`config.mk`:
```
export PLATFORM = sky130hd
export DESIGN_NAME = circle_seg7_top_flat
export DESIGN_NICKNAME = d
export VERILOG_FILES = /design/src/rtl/circle_seg7_pkg.sv /design/src/rtl/circle_seg7_if.sv /design/src/rtl/circle_seg7_prescaler.sv /design/src/rtl/circle_seg7_top.sv /design/src/flat_wrapper.sv
export SDC_FILE = /design/constraint.sdc
export NUM_CORES = 1
export LEC_CHECK = 0
export CORE_MARGIN = 2
export CORE_UTILIZATION = 38
export CTS_CLUSTER_DIAMETER = 60
export DETAILED_ROUTE_END_ITERATION = 12
export HOLD_SLACK_MARGIN = 0.08
export PLACE_DENSITY = 0.91
export SYNTH_ARGS = -nofsm -noshare
export SYNTH_HDL_FRONTEND = slang
export SYNTH_SLANG_ARGS = --single-unit
export TNS_END_PERCENT = 5
```
`constraint.sdc`:
```
create_clock -name clk_i -period 3.22 [get_ports clk_i]
set_input_delay 0.644 -clock clk_i [delete_from_list [all_inputs] [get_ports clk_i]]
set_output_delay 0.644 -clock clk_i [all_outputs]
set_load 0.005 [all_outputs]
```
`src/rtl/circle_seg7_pkg.sv`:
```
// Shared types and segment patterns for the running-circle 7-segment animation.
package circle_seg7_pkg;

    typedef logic [7:0] seg7_t;

    // Segment patterns in {dp,g,f,e,d,c,b,a} order, 1 = lit
    localparam seg7_t SEG_A   = 8'h01;
    localparam seg7_t SEG_D   = 8'h08;
    localparam seg7_t SEG_OFF = 8'h00;

endpackage

```
`src/rtl/circle_seg7_if.sv`:
```
// Bundle of the animation's direction input and display-side outputs.
// The animation core is the master; the pin driver / observer is the slave.
interface circle_seg7_if
    import circle_seg7_pkg::*;
#(
    parameter int WIDTH        = 4,
    parameter int NUM_DISPLAYS = 6,
    parameter int COL_WIDTH    = 6,
    parameter int DISP_W       = $clog2(NUM_DISPLAYS)
) ();

    logic                           sens_i;
    logic [WIDTH-1:0]               count_o;
    logic                           overflow_o;
    logic                           row_o;
    logic [COL_WIDTH-1:0]           column_o;
    logic [DISP_W-1:0]              curr_display_o;
    logic                           directie_o;
    seg7_t [NUM_DISPLAYS-1:0]       seg7_o;

    modport master (
        input  sens_i,
        output count_o,
        output overflow_o,
        output row_o,
        output column_o,
        output curr_display_o,
        output directie_o,
        output seg7_o
    );

    modport slave (
        output sens_i,
        input  count_o,
        input  overflow_o,
        input  row_o,
        input  column_o,
        input  curr_display_o,
        input  directie_o,
        input  seg7_o
    );

endinterface

```
`src/rtl/circle_seg7_prescaler.sv`:
```
// Free-running prescaler: counts 0..COUNT_TO and flags the terminal value
// as the animation step tick.
module circle_seg7_prescaler #(
    parameter int WIDTH    = 4,
    parameter int COUNT_TO = 9
) (
    input  logic             clk_i,
    input  logic             rst_i,
    output logic [WIDTH-1:0] count_o,
    output logic             overflow_o
);

    // Tick is high for the whole cycle the counter sits on its terminal value
    assign overflow_o = (count_o == WIDTH'(COUNT_TO));

    // Count up, wrapping to zero right after the tick cycle
    always_ff @(posedge clk_i) begin
        if (rst_i) begin
            count_o <= '0;
        end else if (overflow_o) begin
            count_o <= '0;
        end else begin
            count_o <= count_o + WIDTH'(1);
        end
    end

endmodule

```
`src/rtl/circle_seg7_top.sv`:
```
// Running-circle animation: one lit segment walks along the top row (seg a)
// and back along the bottom row (seg d), one step per prescaler tick.
module circle_seg7_top
    import circle_seg7_pkg::*;
#(
    parameter int WIDTH        = 4,
    parameter int COUNT_TO     = 9,
    parameter int NUM_DISPLAYS = 6,
    parameter int COL_WIDTH    = 6
) (
    input  logic          clk_i,
    input  logic          rst_i,
    circle_seg7_if.master bus
);

    localparam int DISP_W = $clog2(NUM_DISPLAYS);
    localparam int POS_W  = $clog2(2 * NUM_DISPLAYS);

    localparam logic [POS_W-1:0] POS_LAST = POS_W'(2 * NUM_DISPLAYS - 1);
    localparam logic [POS_W-1:0] POS_ROW  = POS_W'(NUM_DISPLAYS);

    logic             tick;
    logic [POS_W-1:0] pos;
    logic [POS_W-1:0] mirror;
    logic             top_row;
    logic [DISP_W-1:0] curr_display;

    circle_seg7_prescaler #(
        .WIDTH    (WIDTH),
        .COUNT_TO (COUNT_TO)
    ) u_prescaler (
        .clk_i      (clk_i),
        .rst_i      (rst_i),
        .count_o    (bus.count_o),
        .overflow_o (tick)
    );

    assign bus.overflow_o = tick;

    // Ring position: steps once per tick, direction taken from sens_i at that edge
    always_ff @(posedge clk_i) begin
        if (rst_i) begin
            pos <= '0;
        end else if (tick) begin
            if (!bus.sens_i) begin
                pos <= (pos == POS_LAST) ? '0 : pos + POS_W'(1);
            end else begin
                pos <= (pos == '0) ? POS_LAST : pos - POS_W'(1);
            end
        end
    end

    // Fold the ring position into a row and a display index (bottom row runs backwards)
    always_comb begin
        mirror       = POS_LAST - pos;
        top_row      = (pos < POS_ROW);
        curr_display = top_row ? pos[DISP_W-1:0] : mirror[DISP_W-1:0];
    end

    assign bus.row_o          = top_row;
    assign bus.curr_display_o = curr_display;
    assign bus.directie_o     = (~top_row) ^ bus.sens_i;

    // Fan the single lit segment out to the active display and its column strobe
    always_comb begin
        bus.column_o = '0;
        for (int i = 0; i < NUM_DISPLAYS; i++) begin
            bus.seg7_o[i] = SEG_OFF;
            if (curr_display == DISP_W'(i)) begin
                bus.seg7_o[i]   = top_row ? SEG_A : SEG_D;
                bus.column_o[i] = 1'b1;
            end
        end
    end

endmodule

```
`src/flat_wrapper.sv`:
```
// flat-port wrapper written by rule: the top's interface ports become plain ports
module circle_seg7_top_flat import circle_seg7_pkg::*;
#(
    parameter int WIDTH        = 4,
    parameter int COUNT_TO     = 9,
    parameter int NUM_DISPLAYS = 6,
    parameter int COL_WIDTH    = 6
)
  (clk_i, rst_i, bus_sens_i, bus_count_o, bus_overflow_o, bus_row_o, bus_column_o, bus_curr_display_o, bus_directie_o, bus_seg7_o);
  circle_seg7_if #(.WIDTH(WIDTH), .NUM_DISPLAYS(NUM_DISPLAYS), .COL_WIDTH(COL_WIDTH)) bus_i ();
  input  logic clk_i;
  input  logic rst_i;
  input wire logic [$bits(bus_i.sens_i)-1:0] bus_sens_i;
  output wire logic [$bits(bus_i.count_o)-1:0] bus_count_o;
  output wire logic [$bits(bus_i.overflow_o)-1:0] bus_overflow_o;
  output wire logic [$bits(bus_i.row_o)-1:0] bus_row_o;
  output wire logic [$bits(bus_i.column_o)-1:0] bus_column_o;
  output wire logic [$bits(bus_i.curr_display_o)-1:0] bus_curr_display_o;
  output wire logic [$bits(bus_i.directie_o)-1:0] bus_directie_o;
  output wire logic [$bits(bus_i.seg7_o)-1:0] bus_seg7_o;
  assign bus_i.sens_i = bus_sens_i;
  assign bus_count_o = bus_i.count_o;
  assign bus_overflow_o = bus_i.overflow_o;
  assign bus_row_o = bus_i.row_o;
  assign bus_column_o = bus_i.column_o;
  assign bus_curr_display_o = bus_i.curr_display_o;
  assign bus_directie_o = bus_i.directie_o;
  assign bus_seg7_o = bus_i.seg7_o;
  circle_seg7_top #(.WIDTH(WIDTH), .COUNT_TO(COUNT_TO), .NUM_DISPLAYS(NUM_DISPLAYS), .COL_WIDTH(COL_WIDTH)) u_core (.clk_i(clk_i), .rst_i(rst_i), .bus(bus_i));
endmodule
```
# Word-level counts from Yosys, hierarchy flattened

Cells that the tools add are included.

Register bits: 8
Bits of input ports: 3
Word-level logic and storage cells: 36

$add $sub $neg: 4
$lt $le $gt $ge: 1
Equality and inequality tests: 7
Mux-type cells: 17
Bitwise gates (word level): 2
Reduce and logical (&&, ||, !) cells: 3

Operator list:

| operator                                                              | count |
|---|---|
| 8-bit 2-to-1 mux                                                      | 6 |
| 4-bit 2-to-1 mux                                                      | 4 |
| 4-bit by 1-bit adder with 4-bit output, second input constant         | 2 |
| 4-bit equality test, second input constant                            | 2 |
| 3-bit by 2-bit equality test with 1-bit output, second input constant | 2 |
| 3-bit equality test, second input constant                            | 2 |
| 1-bit 2-to-1 mux                                                      | 6 |
| 4-bit zero test                                                       | 1 |
| 4-bit by 3-bit < comparator with 1-bit output, second input constant  | 1 |
| 4-bit by 1-bit subtractor with 4-bit output, second input constant    | 1 |
| 3-bit by 1-bit equality test with 1-bit output, second input constant | 1 |
| 3-bit zero test                                                       | 1 |
| 3-bit 2-to-1 mux                                                      | 1 |
| 2-bit by 3-bit subtractor with 3-bit output, first input constant     | 1 |
| 2-bit OR reduction                                                    | 1 |
| 1-bit inverter                                                        | 1 |
| 1-bit XOR                                                             | 1 |

# Longest topological paths before layout

Depth after elaboration: 4
Depth in mapped cells: 8
Mapped depth without buffers: 7

# By module

Synthesis repeated with hierarchy kept, for this count alone.

Cells, all modules: 132
Area, all modules: 980.9 um^2

Modules (own cells, without submodules):

| module                | times used | cells an instance | area an instance (um^2) | sequential area each (um^2) |
|---|---|---|---|---|
| circle_seg7_top       | 1          | 112               | 797.0                   | 80.1 |
| circle_seg7_prescaler | 1          | 20                | 183.9                   | 80.1 |

# Worst setup path before layout

Ideal clock, no wire load.

Kind: reg-to-output
Start point: register u_core.pos[0]
End point: output bus_seg7_o[3]
Arrival: 1146 ps
Data required time: 2576 ps
Path slack: 1430 ps
Cell stages (with the launch flop): 5
Path buffers: 1
Cell sequence: dfxtp_1 > clkbuf_2 > or3_1 > a21oi_1 > and2_1

Word-level cells in the longest chain between the ends: 4
Elaborated cells between the ends (all ways): 6

RTL lines:

| element                                                                                                             | line                                         | text |
|---|---|---|
| from (decl)                                                                                                         | circle_seg7_top.sv:23                        | `logic [POS_W-1:0] pos;` |
| from (signal assigned)                                                                                              | circle_seg7_top.sv:46                        | `pos <= (pos == POS_LAST) ? '0 : pos + POS_W'(1);` |
| from (signal assigned)                                                                                              | circle_seg7_top.sv:48                        | `pos <= (pos == '0) ? POS_LAST : pos - POS_W'(1);` |
| 4-bit by 3-bit < comparator with 1-bit output / 2-bit by 3-bit subtractor with 3-bit output (equally long branches) | circle_seg7_top.sv:56, circle_seg7_top.sv:55 |  |
| 3-bit 2-to-1 mux                                                                                                    | circle_seg7_top.sv:57                        | `curr_display = top_row ? pos[DISP_W-1:0] : mirror[DISP_W-1:0];` |
| 3-bit zero test                                                                                                     | circle_seg7_top.sv:69                        | `if (curr_display == DISP_W'(i)) begin` |
| 8-bit 2-to-1 mux (*)                                                                                                | circle_seg7_top.sv:69                        |  |
| to (decl)                                                                                                           | flat_wrapper.sv:20                           | `output wire logic [$bits(bus_i.seg7_o)-1:0] bus_seg7_o;` |

Mark *: on every way between the ends. The rest lies on a longest branch, timed or not.

# Worst setup path in the final report

Start point: register u_core.pos[0]
End point: output bus_seg7_o[11]

Word-level cells in the longest chain between the ends: 4
Elaborated cells between the ends (all ways): 6

RTL lines:

| element                                                                                                             | line |
|---|---|
| 4-bit by 3-bit < comparator with 1-bit output / 2-bit by 3-bit subtractor with 3-bit output (equally long branches) | circle_seg7_top.sv:56, circle_seg7_top.sv:55 |
| 3-bit 2-to-1 mux                                                                                                    | circle_seg7_top.sv:57 |
| 3-bit by 1-bit equality test with 1-bit output                                                                      | circle_seg7_top.sv:69 |
| 8-bit 2-to-1 mux (*)                                                                                                | circle_seg7_top.sv:69 |

Marked as above.

==> impl_metrics.tcl <==
set metrics [dict create \
    wl_microns 1830 \
    total_leakage_power_nw 0.510 \
    vdd_drop_max_uv 89.2 \
    drt_pass1_iterations 4 \
    num_vias 816 \
    synth_edf_count 0 \
    portBuffers 30 \
    dr.first_iter.drc_count 14 \
    fp.dieW_microns 54.5 \
    antenna_left 0 \
    worst-setup-path-type "reg2out" \
    grt_overflow 0 \
    htree_levels 1 \
    die_h_microns 54.5 \
    max_slew_margin_pct 56.8 \
    stdcell_area_sq_um 1140 \
    layout_commonest_cell "conb_1" \
    grt_pass1_vias 705 \
    fillers 254 \
    clkSinkCount 8 \
    postLayoutCoreUtil_pct 46.5 \
    worstRegToRegCells 5 \
    cts_buffers 3 \
    final-setup-viol-count 0 \
    period_needed_ns 2.77 \
    area_delta_synth_final_pct 17.7 \
    cp.required_ns 2.58 \
    whs_ns 0.514 \
    synthDistinctLibCells 36 \
    synth_top_flop_cell "dfxtp_1" \
    met3_usage_pct 3.01 \
    num_rows 18 \
    viasPerCell 4.34 \
    place_hpwl_microns 1390 \
    avgSynthCellArea_sq_um 7.14 \
    wire_per_inst_microns 9.71 \
    holdPathStages 1 \
    regArea_sq_um 160 \
    slew_viol_final 0 \
    nNetsFinal 167 \
    p_total_mw 0.217 \
    drive_gt1_share_pct 3.16 \
    place_congestion 0.734 \
    cts_setup_buffers 0 \
    met2_usage_pct 22.1 \
    ys_async_sr_fraction_pct 0 \
    start_kind "flip-flop" \
    antenna_cells 0 \
    clkLatencyLatePin_ns 0.24 \
    cts_tree "built" \
    clk_path_buf_depth 2 \
    cap_violations 0 \
    drc_errors 0 \
    rsz0062_at_grt "false" \
    cp_max_fo 18 \
    multi_input_area_sq_um 599 \
    fin_setup_tns_ns 0 \
    outcome "finished, final reports clean" \
    yosysSeqAreaShare_pct 16.5 \
    syn-cell-area_sq_um 971 \
    ios 67 \
    mostFrequentLayoutCells "conb_1, clkdlybuf4s50_1, nor2_1" \
    hold_violations 0 \
    clockRootBuffer "clkbuf_4" \
    dpl_cell_area_sq_um 1120 \
    ctsHoldBuffers 0 \
    initial_core_util_pct 39.6 \
    busiest_layer "met2" \
    cp-end-kind "primary output" \
    yosysWarnings 0 \
    grt_pass1_wl_microns 2910 \
    post-route-period-util_pct 86.1 \
    clkTransAtPathRegs_ns 0.05 \
    grt_antenna_before_repair 0 \
    syn_inst 136 \
    core_area_sq_um 2450 \
    die_area_sq_um 2980 \
    cts_resized 0 \
    holdCritPathClass "reg2reg" \
    grt_max_degree 23 \
    finClkSkew_ns 0.000268 \
    powerDensity_nw_per_um2 190 \
    critPathArrivalTime_ns 2.13 \
    tightest_slew_ns 0.647 \
    ys_ff_latch 8 \
    grt_use_total_pct 13.6 \
    timing.fmax_mhz 361 \
    met1_usage_pct 16.1 \
]
==> metrics by stage <==
| step | worst slack [ns] | instances |
|---|---|---|
| after floorplan | 1.43 | 171 |
| after global placement | 0.622 | 185 |
| after detailed placement | 0.606 | 185 |
| after CTS | 0.436 | 188 |
| after global routing | 0.255 | 188 |
| final | 0.449 | 188 |
==> critical path, stage by stage (launching register included) <==
cell and delay (ns):
dfxtp_1 0.67, nand2b_1 0.20, o22a_1 0.25, nor2_1 0.12
and2_1 0.15, clkdlybuf4s50_1 0.50
==> routing by layer <==
| metal | vias up | share of wire [%] |
|---|---|---|
| li1 | 418 | - |
| met1 | 357 | 43 |
| met2 | 39 | 48 |
| met3 | 2 | 8.0 |
| met4 | 0 | 1.0 |
| met5 | - | 0 |
==> sequential cells by signal, summed over array words and instances (netlist names) <==
register and flops:
u_core.pos 4, u_core.u_prescaler.count_o 4
==> worst paths after layout <==
| kind | from | end | slack [ns] |
|---|---|---|---|
| min reg2reg | u_core.u_prescaler.count_o[0]$_SDFF_PP0_ | u_core.u_prescaler.count_o[0]$_SDFF_PP0_ | 0.51 |
| max | u_core.pos[0]$_SDFFE_PP0P_ | bus_seg7_o[11] | 0.45 |
| min | u_core.u_prescaler.count_o[0]$_SDFF_PP0_ | u_core.u_prescaler.count_o[0]$_SDFF_PP0_ | 0.51 |
| max reg2reg | u_core.pos[0]$_SDFFE_PP0P_ | u_core.pos[2]$_SDFFE_PP0P_ | 1.50 |
==> synth_stat cells (2+ instances only) <==
master	instances	share of area [%]
and2_1	2	1.3
and3_1	4	2.6
a21oi_1	7	3.6
nand2_1	2	0.77
xnor2_1	3	2.7
buf_4	37	29
nor3_1	8	4.1
nor2_1	15	5.8
o21ai_0	2	1.0
inv_1	5	1.9
o21a_1	2	1.5
nor2b_1	2	1.3
nand3_1	4	2.1
nand2b_1	4	2.6
or3_1	2	1.3
ha_1	4	5.2
dfxtp_1	8	16
buf_2	6	3.1
a311oi_1	2	1.8
==> power by group <==
| group | leakage, nW | internal, mW | switching, mW |
|---|---|---|---|
| clock network | 0.0138 | 0.0424 | 0.0300 |
| logic | 0.431 | 0.0170 | 0.0209 |
| registers | 0.0651 | 0.103 | 0.00389 |
==> cells by family after synthesis <==
kind of cell,count (synthesis),share of synthesized area [%]
compound gates,19,12.6
xor+xnor,4,3.61
fa+ha+maj,4,5.15
buf+inv,52,35.3
flops,8,16.5
other cells,1,0.386
simple gates,48,26.4
==> layout make-up <==
type,count,area share (%)
multi-input cells,111,52.5
repair buffers,30,26.3
flip-flops and latches,8,14.0
well taps,30,3.29
clock buffers,3,1.97
inverters,6,1.97
Power figures use the tool's default switching activity.
